## config.mk

```make
export PLATFORM = sky130hd
export DESIGN_NAME = nibble_serial_adder_flat
export DESIGN_NICKNAME = d
export VERILOG_FILES = /design/src/rtl/nibble_serial_adder_if.sv /design/src/rtl/nibble_serial_adder.sv /design/src/flat_wrapper.sv
export SDC_FILE = /design/constraint.sdc
export NUM_CORES = 1
export LEC_CHECK = 0
export ABC_AREA = 1
export BUFFER_PORTS_ARGS = -buffer_cell sky130_fd_sc_hd__buf_4
export CORE_AREA = 2 2 79 81
export DETAILED_ROUTE_END_ITERATION = 12
export DIE_AREA = 0 0 81 83
export PLACE_DENSITY = 0.67
export SLEW_MARGIN = 40
export SYNTH_ARGS = -nofsm -noshare
export SYNTH_HDL_FRONTEND = slang
export SYNTH_SLANG_ARGS = --single-unit
```

## constraint.sdc

```tcl
create_clock -name clk -period 2.9 [get_ports clk]
set_input_delay 0.435 -clock clk [delete_from_list [all_inputs] [get_ports clk]]
set_output_delay 0.435 -clock clk [all_outputs]
set_load 0.01 [all_outputs]
```

## src/rtl/nibble_serial_adder_if.sv

```systemverilog
// nibble_serial_adder_if: operand/result handshake bundle for nibble_serial_adder.
// The ovf signal exists only when OVF_FLAG_EN is defined.
interface nibble_serial_adder_if #(parameter int W = 16);
    logic         in_valid;
    logic         in_ready;
    logic [W-1:0] a;
    logic [W-1:0] b;
    logic         cin;
    logic         out_valid;
    logic         out_ready;
    logic [W-1:0] sum;
    logic         cout;
    logic         busy;
`ifdef OVF_FLAG_EN
    logic         ovf;
    modport master (output in_valid, a, b, cin, out_ready,
                    input in_ready, out_valid, sum, cout, busy, ovf);
    modport slave  (input in_valid, a, b, cin, out_ready,
                    output in_ready, out_valid, sum, cout, busy, ovf);
`else
    modport master (output in_valid, a, b, cin, out_ready,
                    input in_ready, out_valid, sum, cout, busy);
    modport slave  (input in_valid, a, b, cin, out_ready,
                    output in_ready, out_valid, sum, cout, busy);
`endif
endinterface

```

## src/rtl/nibble_serial_adder.sv

```systemverilog
// nibble_serial_adder: adds two 4*NIBBLES-bit operands one nibble per clock, LSB first.
// Define OVF_FLAG_EN to add the signed-overflow flag (bus.ovf).
module nibble_serial_adder #(
    parameter int NIBBLES = 4
) (
    input  logic                 clk,
    input  logic                 rst_n,
    nibble_serial_adder_if.slave bus
);
    localparam int W  = 4 * NIBBLES;
    localparam int IW = (NIBBLES > 1) ? $clog2(NIBBLES) : 1;

    typedef enum logic [1:0] {IDLE, RUN, DONE} state_t;

    state_t          state_q;
    logic [W-1:0]    a_sr_q;
    logic [W-1:0]    b_sr_q;
    logic [W-1:0]    sum_q;
    logic [IW-1:0]   idx_q;
    logic            carry_q;
    logic            cout_q;
    logic [4:0]      nib_d;
    logic            last_d;

    always_comb begin
        nib_d  = 5'(a_sr_q[3:0]) + 5'(b_sr_q[3:0]) + 5'(carry_q);
        last_d = (idx_q == IW'(NIBBLES - 1));
    end

`ifdef OVF_FLAG_EN
    logic ovf_q;
    assign bus.ovf = ovf_q;
`endif

    always_ff @(posedge clk or negedge rst_n) begin
        if (!rst_n) begin
            state_q <= IDLE;
            a_sr_q  <= '0;
            b_sr_q  <= '0;
            sum_q   <= '0;
            idx_q   <= '0;
            carry_q <= 1'b0;
            cout_q  <= 1'b0;
`ifdef OVF_FLAG_EN
            ovf_q   <= 1'b0;
`endif
        end else begin
            case (state_q)
                IDLE: if (bus.in_valid) begin
                    a_sr_q  <= bus.a;
                    b_sr_q  <= bus.b;
                    carry_q <= bus.cin;
                    idx_q   <= '0;
                    sum_q   <= '0;
                    state_q <= RUN;
                end
                RUN: begin
                    sum_q[4*int'(idx_q) +: 4] <= nib_d[3:0];
                    carry_q <= nib_d[4];
                    a_sr_q  <= a_sr_q >> 4;
                    b_sr_q  <= b_sr_q >> 4;
                    idx_q   <= last_d ? idx_q : idx_q + IW'(1);
                    if (last_d) begin
                        cout_q  <= nib_d[4];
`ifdef OVF_FLAG_EN
                        // carry into the MSB is recovered from its sum bit
                        ovf_q   <= a_sr_q[3] ^ b_sr_q[3] ^ nib_d[3] ^ nib_d[4];
`endif
                        state_q <= DONE;
                    end
                end
                DONE: if (bus.out_ready) state_q <= IDLE;
                default: state_q <= IDLE;
            endcase
        end
    end

    assign bus.in_ready  = (state_q == IDLE);
    assign bus.out_valid = (state_q == DONE);
    assign bus.busy      = (state_q == RUN);
    assign bus.sum       = sum_q;
    assign bus.cout      = cout_q;
endmodule

```

## src/flat_wrapper.sv

```systemverilog
// flat-port wrapper written by rule: the top's interface ports become plain ports
module nibble_serial_adder_flat 
#(
    parameter int NIBBLES = 4
)
  (clk, rst_n, bus_in_valid, bus_a, bus_b, bus_cin, bus_out_ready, bus_in_ready, bus_out_valid, bus_sum, bus_cout, bus_busy);
  nibble_serial_adder_if #(.W((4 * (4)))) bus_i ();
  input  logic clk;
  input  logic rst_n;
  input wire logic [$bits(bus_i.in_valid)-1:0] bus_in_valid;
  input wire logic [$bits(bus_i.a)-1:0] bus_a;
  input wire logic [$bits(bus_i.b)-1:0] bus_b;
  input wire logic [$bits(bus_i.cin)-1:0] bus_cin;
  input wire logic [$bits(bus_i.out_ready)-1:0] bus_out_ready;
  output wire logic [$bits(bus_i.in_ready)-1:0] bus_in_ready;
  output wire logic [$bits(bus_i.out_valid)-1:0] bus_out_valid;
  output wire logic [$bits(bus_i.sum)-1:0] bus_sum;
  output wire logic [$bits(bus_i.cout)-1:0] bus_cout;
  output wire logic [$bits(bus_i.busy)-1:0] bus_busy;
  assign bus_i.in_valid = bus_in_valid;
  assign bus_i.a = bus_a;
  assign bus_i.b = bus_b;
  assign bus_i.cin = bus_cin;
  assign bus_i.out_ready = bus_out_ready;
  assign bus_in_ready = bus_i.in_ready;
  assign bus_out_valid = bus_i.out_valid;
  assign bus_sum = bus_i.sum;
  assign bus_cout = bus_i.cout;
  assign bus_busy = bus_i.busy;
  nibble_serial_adder #(.NIBBLES(NIBBLES)) u_core (.clk(clk), .rst_n(rst_n), .bus(bus_i));
endmodule
```

==> results of run 1 <==
## cell type report
class	instances	area share
Timing Repair Buffer	56	0.135
Sequential cell	54	0.434
Inverter	20	0.0245
Clock inverter	1	0.00964
Multi-Input combinational cell	205	0.341
Tap cell	75	0.0301
Clock buffer	6	0.0265
## worst max-delay path, cell delays in order (launching register included)
cell	delay, ns
dfrtp_1	0.45
nand2_4	0.30
clkinv_2	0.44
buf_4	0.30
## per-layer routing
| metal | vias to the layer above | share of wire | track usage |
|---|---|---|---|
| li1 | 1048 | - | - |
| met3 | 5 | 0.048 | 0.0348 |
| met2 | 52 | 0.48 | 0.273 |
| met5 | - | 0 | 0 |
| met1 | 940 | 0.46 | 0.219 |
| met4 | 0 | 0.010 | 0.0493 |
## power groups by stage
stage	clock network [uW]	logic [uW]	registers, uW
floorplan	0	1310	1290
global placement	0	1680	1300
detailed placement	0	1700	1310
CTS	519	1710	1290
global route	543	1940	1340
finish	504	1700	1290
## metrics by stage
stage,total power (uW),cells,util
floorplan,2600,291,-
global placement,2980,410,0.516
detailed placement,3010,410,0.516
CTS,3530,417,0.536
global route,3820,417,0.536
finish,3490,417,0.536
## path summary, 6_finish.rpt
kind / from / to / slack, ns
max in group asynchronous: rst_n / u_core.a_sr_q[1] / 2.28
max: u_core.state_q[0] / bus_busy / 0.66
min reg2reg: u_core.b_sr_q[13] / u_core.b_sr_q[13] / 0.48
max reg2reg: u_core.carry_q / u_core.bus.sum[6] / 0.99
min: rst_n / u_core.bus.sum[10] / 0.16
min in group clk: bus_out_ready / u_core.state_q[1] / 0.31
## state kept, by name (all words and copies together), names as in the netlist
register         cells
u_core.bus.cout      1
u_core.b_sr_q       16
u_core.state_q       2
u_core.bus.sum      16
u_core.a_sr_q       16
u_core.carry_q       1
u_core.idx_q         2
## kinds of logic after synthesis
logic type,synth area share
adder cells (fa/ha/maj),0.0494
AND/OR/NAND/NOR,0.223
XOR/XNOR,0.00339
buffers and inverters,0.0654
AO/OA/AOI/OAI,0.135
flip-flops,0.524
## cell usage in the layout, fill, tap and decap left out
master     count
a21oi_1       25
a22o_1         2
buf_4         56
bufinv_16      1
clkbuf_8       6
clkinv_1       1
clkinv_2       1
dfrtp_1       54
fa_1           2
ha_1           7
inv_1         14
inv_2          4
nand2_1       71
nand2_2        3
nand2_4        3
nand3_1       15
nand3_2        1
nand4_1        3
nor2_1        28
nor2_2         1
nor2_4         1
nor3_2         1
nor4_4         1
o21ai_0       31
o21ai_1        7
o21bai_1       1
o31ai_1        1
xnor2_1        1
==> flow_metrics.py, run 1 <==
metrics = {
    "sta": {
        "slew_violations": 0,
        "max_freq_mhz": 447,
        "layout_setup_ws_ns": 0.664,
        "period_minus_slack_ns": 2.24,
        "finalClockSkew_ns": 0.00913,
        "finalHoldViolCount": 0,
        "maxSlewHeadroom": 0.552,
        "setup_tns_ns": 0,
        "rsz0062_at_grt": "false",
        "whs_ns": 0.161,
        "worstMarginPinSlew_ns": 0.673,
        "period_share": 0.771,
        "setup_viol": 0,
    },
    "setup_path": {
        "crit_path_end_kind": "output port",
        "critical_path.max_fanout": 31,
        "worst_setup_path_start_kind": "register",
        "required_ns": 2.47,
        "r2r_cells": 6,
        "critPathKind": "reg -> out",
        "cp.arrival_ns": 1.80,
    },
    "placed_design": {
        "dp_hpwl_um": 3740,
        "gp_congestion": 0.843,
        "placed_area_um2": 3000,
        "place_ws_ns": 0.982,
        "io_buffer_count": 56,
    },
    "floorplan": {
        "fp.coreArea_um2": 5820,
        "die_height_um": 83,
        "rows": 28,
        "io_pins": 57,
        "die_w_um": 81,
        "initial_core_util": 0.444,
        "die_area_um2": 6720,
    },
    "synthesis": {
        "synthCells": 291,
        "synth_top_area_cell": "dfrtp_1",
        "ys_async_sr_fraction": 1.00,
        "syn_nets": 337,
        "ys_types": 30,
        "synth-edff-count": 0,
        "ys_warn_count": 0,
        "yosysSeqAreaShare": 0.524,
        "synthTopCellsByArea": "dfrtp_1, nand2_1, o21ai_0, a21oi_1, nor2_1",
        "yosys_register_bits": 54,
        "synth_top_area_share": 0.524,
        "synthFlopType": "dfrtp_1",
        "synthTopCellsByCount": "nand2_1, dfrtp_1, o21ai_0, nor2_1, a21oi_1",
        "yosysMostFrequentCell": "nand2_1",
        "syn_area_um2": 2580,
        "avgSynthCellArea_um2": 8.87,
    },
    "cells_and_area": {
        "nNetsFinal": 388,
        "area_growth_pct": 20.7,
        "diodes": 0,
        "fillers": 568,
        "multi_input_area_um2": 1060,
        "drive_above_1_share": 0.231,
        "design_area_um2": 3120,
        "seq_area_um2": 1350,
    },
    "job": {
        "cap_violations": 0,
    },
    "global_route": {
        "antenna_found_initial": 0,
        "first_global_vias": 1995,
        "grt_usage": 0.166,
        "grt_max_degree": 55,
        "grt_pass1_wl_um": 8900,
        "overflow": 0,
    },
    "clock_network": {
        "cts.htree.levels": 2,
        "clock_latency_ns": 0.30,
        "postCtsHoldBufs": 0,
        "ctsResizeCount": 0,
        "cts.sinks": 54,
        "cts_max_path_buffers": 2,
        "clk_pin_slew_ns": 0.08,
        "post_cts_buffers": 0,
        "cts_tree": "yes",
        "numCtsBuffers": 5,
        "cts-root-buf": "clkbuf_8",
    },
    "power_and_ir_drop": {
        "internal_power_uw": 1980,
        "vdd_drop_max_mv": 0.472,
        "p_switching_uw": 1510,
        "power.density_nw_per_um2": 1120,
        "combPwrFrac": 0.486,
        "leakagePower_uw": 0.00156,
        "pwr-share-clk": 0.145,
        "switching_share": 0.433,
        "seqPwrFrac": 0.370,
    },
    "routing": {
        "drc": 0,
        "first_pass_iters": 5,
        "vias_per_cell": 4.90,
        "drt_iter0_markers": 72,
        "ant_nets": 0,
        "wirelength_um": 5270,
        "avgRoutedWirePerCell_um": 12.6,
        "vias": 2045,
    },
    "outcome": {
        "status": "complete, no violations",
    },
    "min_path": {
        "hp-class": "in -> async",
    },
}
(Power assumes the default switching activity.)
==> inputs of run 2 (changes only) <==
==> constraint.sdc (replaced) <==
create_clock -name clk -period 2.21 [get_ports clk]
set_input_delay 0.3315 -clock clk [delete_from_list [all_inputs] [get_ports clk]]
set_output_delay 0.3315 -clock clk [all_outputs]
set_load 0.01 [all_outputs]
==> flow_metrics.py, run 2 (same netlist as run 1, synthesis figures left out) <==
metrics = {
    "power_and_ir_drop": {
        "power.density_nw_per_um2": 1460,
        "leakagePower_uw": 0.00157,
        "vdd_drop_max_mv": 0.530,
    },
    "floorplan": {
        "rows": 28,
        "initial_core_util": 0.444,
        "fp.coreArea_um2": 5820,
        "io_pins": 57,
        "die_height_um": 83,
        "die_w_um": 81,
        "die_area_um2": 6720,
    },
    "sta": {
        "setup_tns_ns": 0,
        "setup_viol": 0,
        "period_share": 0.841,
        "slew_violations": 0,
        "finalHoldViolCount": 0,
        "finalClockSkew_ns": 0.00381,
        "worstMarginPinSlew_ns": 0.676,
        "max_freq_mhz": 538,
        "rsz0062_at_grt": "false",
        "period_minus_slack_ns": 1.86,
        "maxSlewHeadroom": 0.549,
    },
    "placed_design": {
        "io_buffer_count": 56,
        "dpl.cell_count": 415,
        "gp_congestion": 0.807,
        "dp_hpwl_um": 3940,
    },
    "global_route": {
        "overflow": 0,
        "antenna_found_initial": 0,
        "grt_pass1_wl_um": 9430,
        "grt_max_degree": 55,
        "grt_usage": 0.177,
        "first_global_vias": 2060,
    },
    "outcome": {
        "status": "complete, no violations",
    },
    "routing": {
        "vias_per_cell": 4.99,
        "avgRoutedWirePerCell_um": 12.9,
        "first_pass_iters": 4,
        "drc": 0,
        "drt_iter0_markers": 69,
        "wirelength_um": 5450,
        "ant_nets": 0,
        "vias": 2112,
    },
    "setup_path": {
        "cp.arrival_ns": 2.11,
        "reg2reg_from": "u_core.carry_q",
        "slowest_delay_ns": 0.47,
        "cp_cell_sequence": "fa_1, fa_1, xnor2_1, nor2_1, nand3_1, nand2_1",
        "worst-path-buf-inv": 0,
        "required_ns": 2.46,
        "path_delay_family": "adder cells",
        "r2r_slack_ns": 0.35,
        "critPathKind": "reg -> reg",
        "worst_setup_path_start_kind": "register",
        "cp.depth": 6,
        "slowest_stage": "fa_1",
        "rr_endpoint": "u_core.bus.sum[6]",
        "crit_path_end_kind": "register",
        "critical_path.max_fanout": 3,
        "r2r_cells": 6,
        "cp_common_cell": "fa_1",
    },
    "clock_network": {
        "ctsResizeCount": 0,
        "cts.htree.levels": 2,
        "numCtsBuffers": 5,
        "cts_tree": "yes",
        "postCtsHoldBufs": 0,
        "cts_max_path_buffers": 2,
        "clock_latency_ns": 0.31,
        "clk_pin_slew_ns": 0.10,
        "cts.sinks": 54,
        "post_cts_buffers": 0,
        "cts-root-buf": "clkbuf_8",
    },
    "cells_and_area": {
        "drive_above_1_share": 0.244,
        "diodes": 0,
        "nNetsFinal": 393,
        "fin_cells": 423,
        "fillers": 577,
        "area_growth_pct": 21.5,
        "final_common_cell": "nand2_1",
        "layout_common_cells": "nand2_1, buf_4, dfrtp_1",
    },
    "min_path": {
        "hp-class": "in -> async",
    },
    "job": {
        "cap_violations": 0,
    },
}
==> run 2: cell types whose count changed in the layout (fill, tap and decap cells not counted), sizes merged <==
| cell | change |
|---|---|
| bufinv | -1 |
| clkinv | +1 |
| buf | +5 |
| clkinvlp | +1 |
==> run 2: where the power goes <==
part / total, uW / switching (uW) / internal (uW) / leakage [uW]
sequential: 1670 / 255 / 1410 / 0.000696
combinational: 2340 / 1450 / 885 / 0.000826
clock: 581 / 328 / 253 / 0.0000472
total: 4590 / 2040 / 2550 / 0.00157
==> run 2: worst max path at each step <==
| stage | start | endpoint | slack (ns) |
|---|---|---|---|
| 6_report | u_core.carry_q | u_core.bus.sum[6] | 0.35 |
| 5_1_grt | u_core.carry_q | u_core.bus.sum[6] | 0.19 |
| 4_1_cts | u_core.carry_q | u_core.bus.sum[6] | 0.33 |
| 3_5_place_dp | u_core.carry_q | u_core.bus.sum[6] | 0.36 |
| 3_3_place_gp | u_core.carry_q | u_core.bus.sum[6] | 0.41 |
| 2_1_floorplan | u_core.idx_q[0] | u_core.bus.sum[11] | 0.47 |
==> run 2: through the flow <==
step	instance area (um^2)	power, uW	hold slack [ns]	setup slack, ns	util
finish	3140	4590	0.0574	0.352	0.539
floorplan	2580	3410	0.0359	0.468	-
global route	3140	5060	0.102	0.193	0.539
CTS	3140	4630	0.0815	0.333	0.539
global placement	3040	4000	0.422	0.406	0.523
detailed placement	3040	4050	0.423	0.356	0.523
==> run 2: final cells by class <==
type / count / area (um^2) / area share
Clock inverter: 2 / 12.5 / 0.00399
Clock buffer: 6 / 82.6 / 0.0263
Timing Repair Buffer: 61 / 458 / 0.146
Inverter: 20 / 76.3 / 0.0243
Sequential cell: 54 / 1350 / 0.431
Tap cell: 75 / 93.8 / 0.0299
Multi-Input combinational cell: 205 / 1060 / 0.338
==> run 2: per-layer routing <==
metal	share of wire	up-vias	global-route usage
met5	0	-	0
met4	0.013	0	0.0462
met3	0.056	9	0.0413
met2	0.48	67	0.285
met1	0.46	974	0.238
li1	-	1062	-
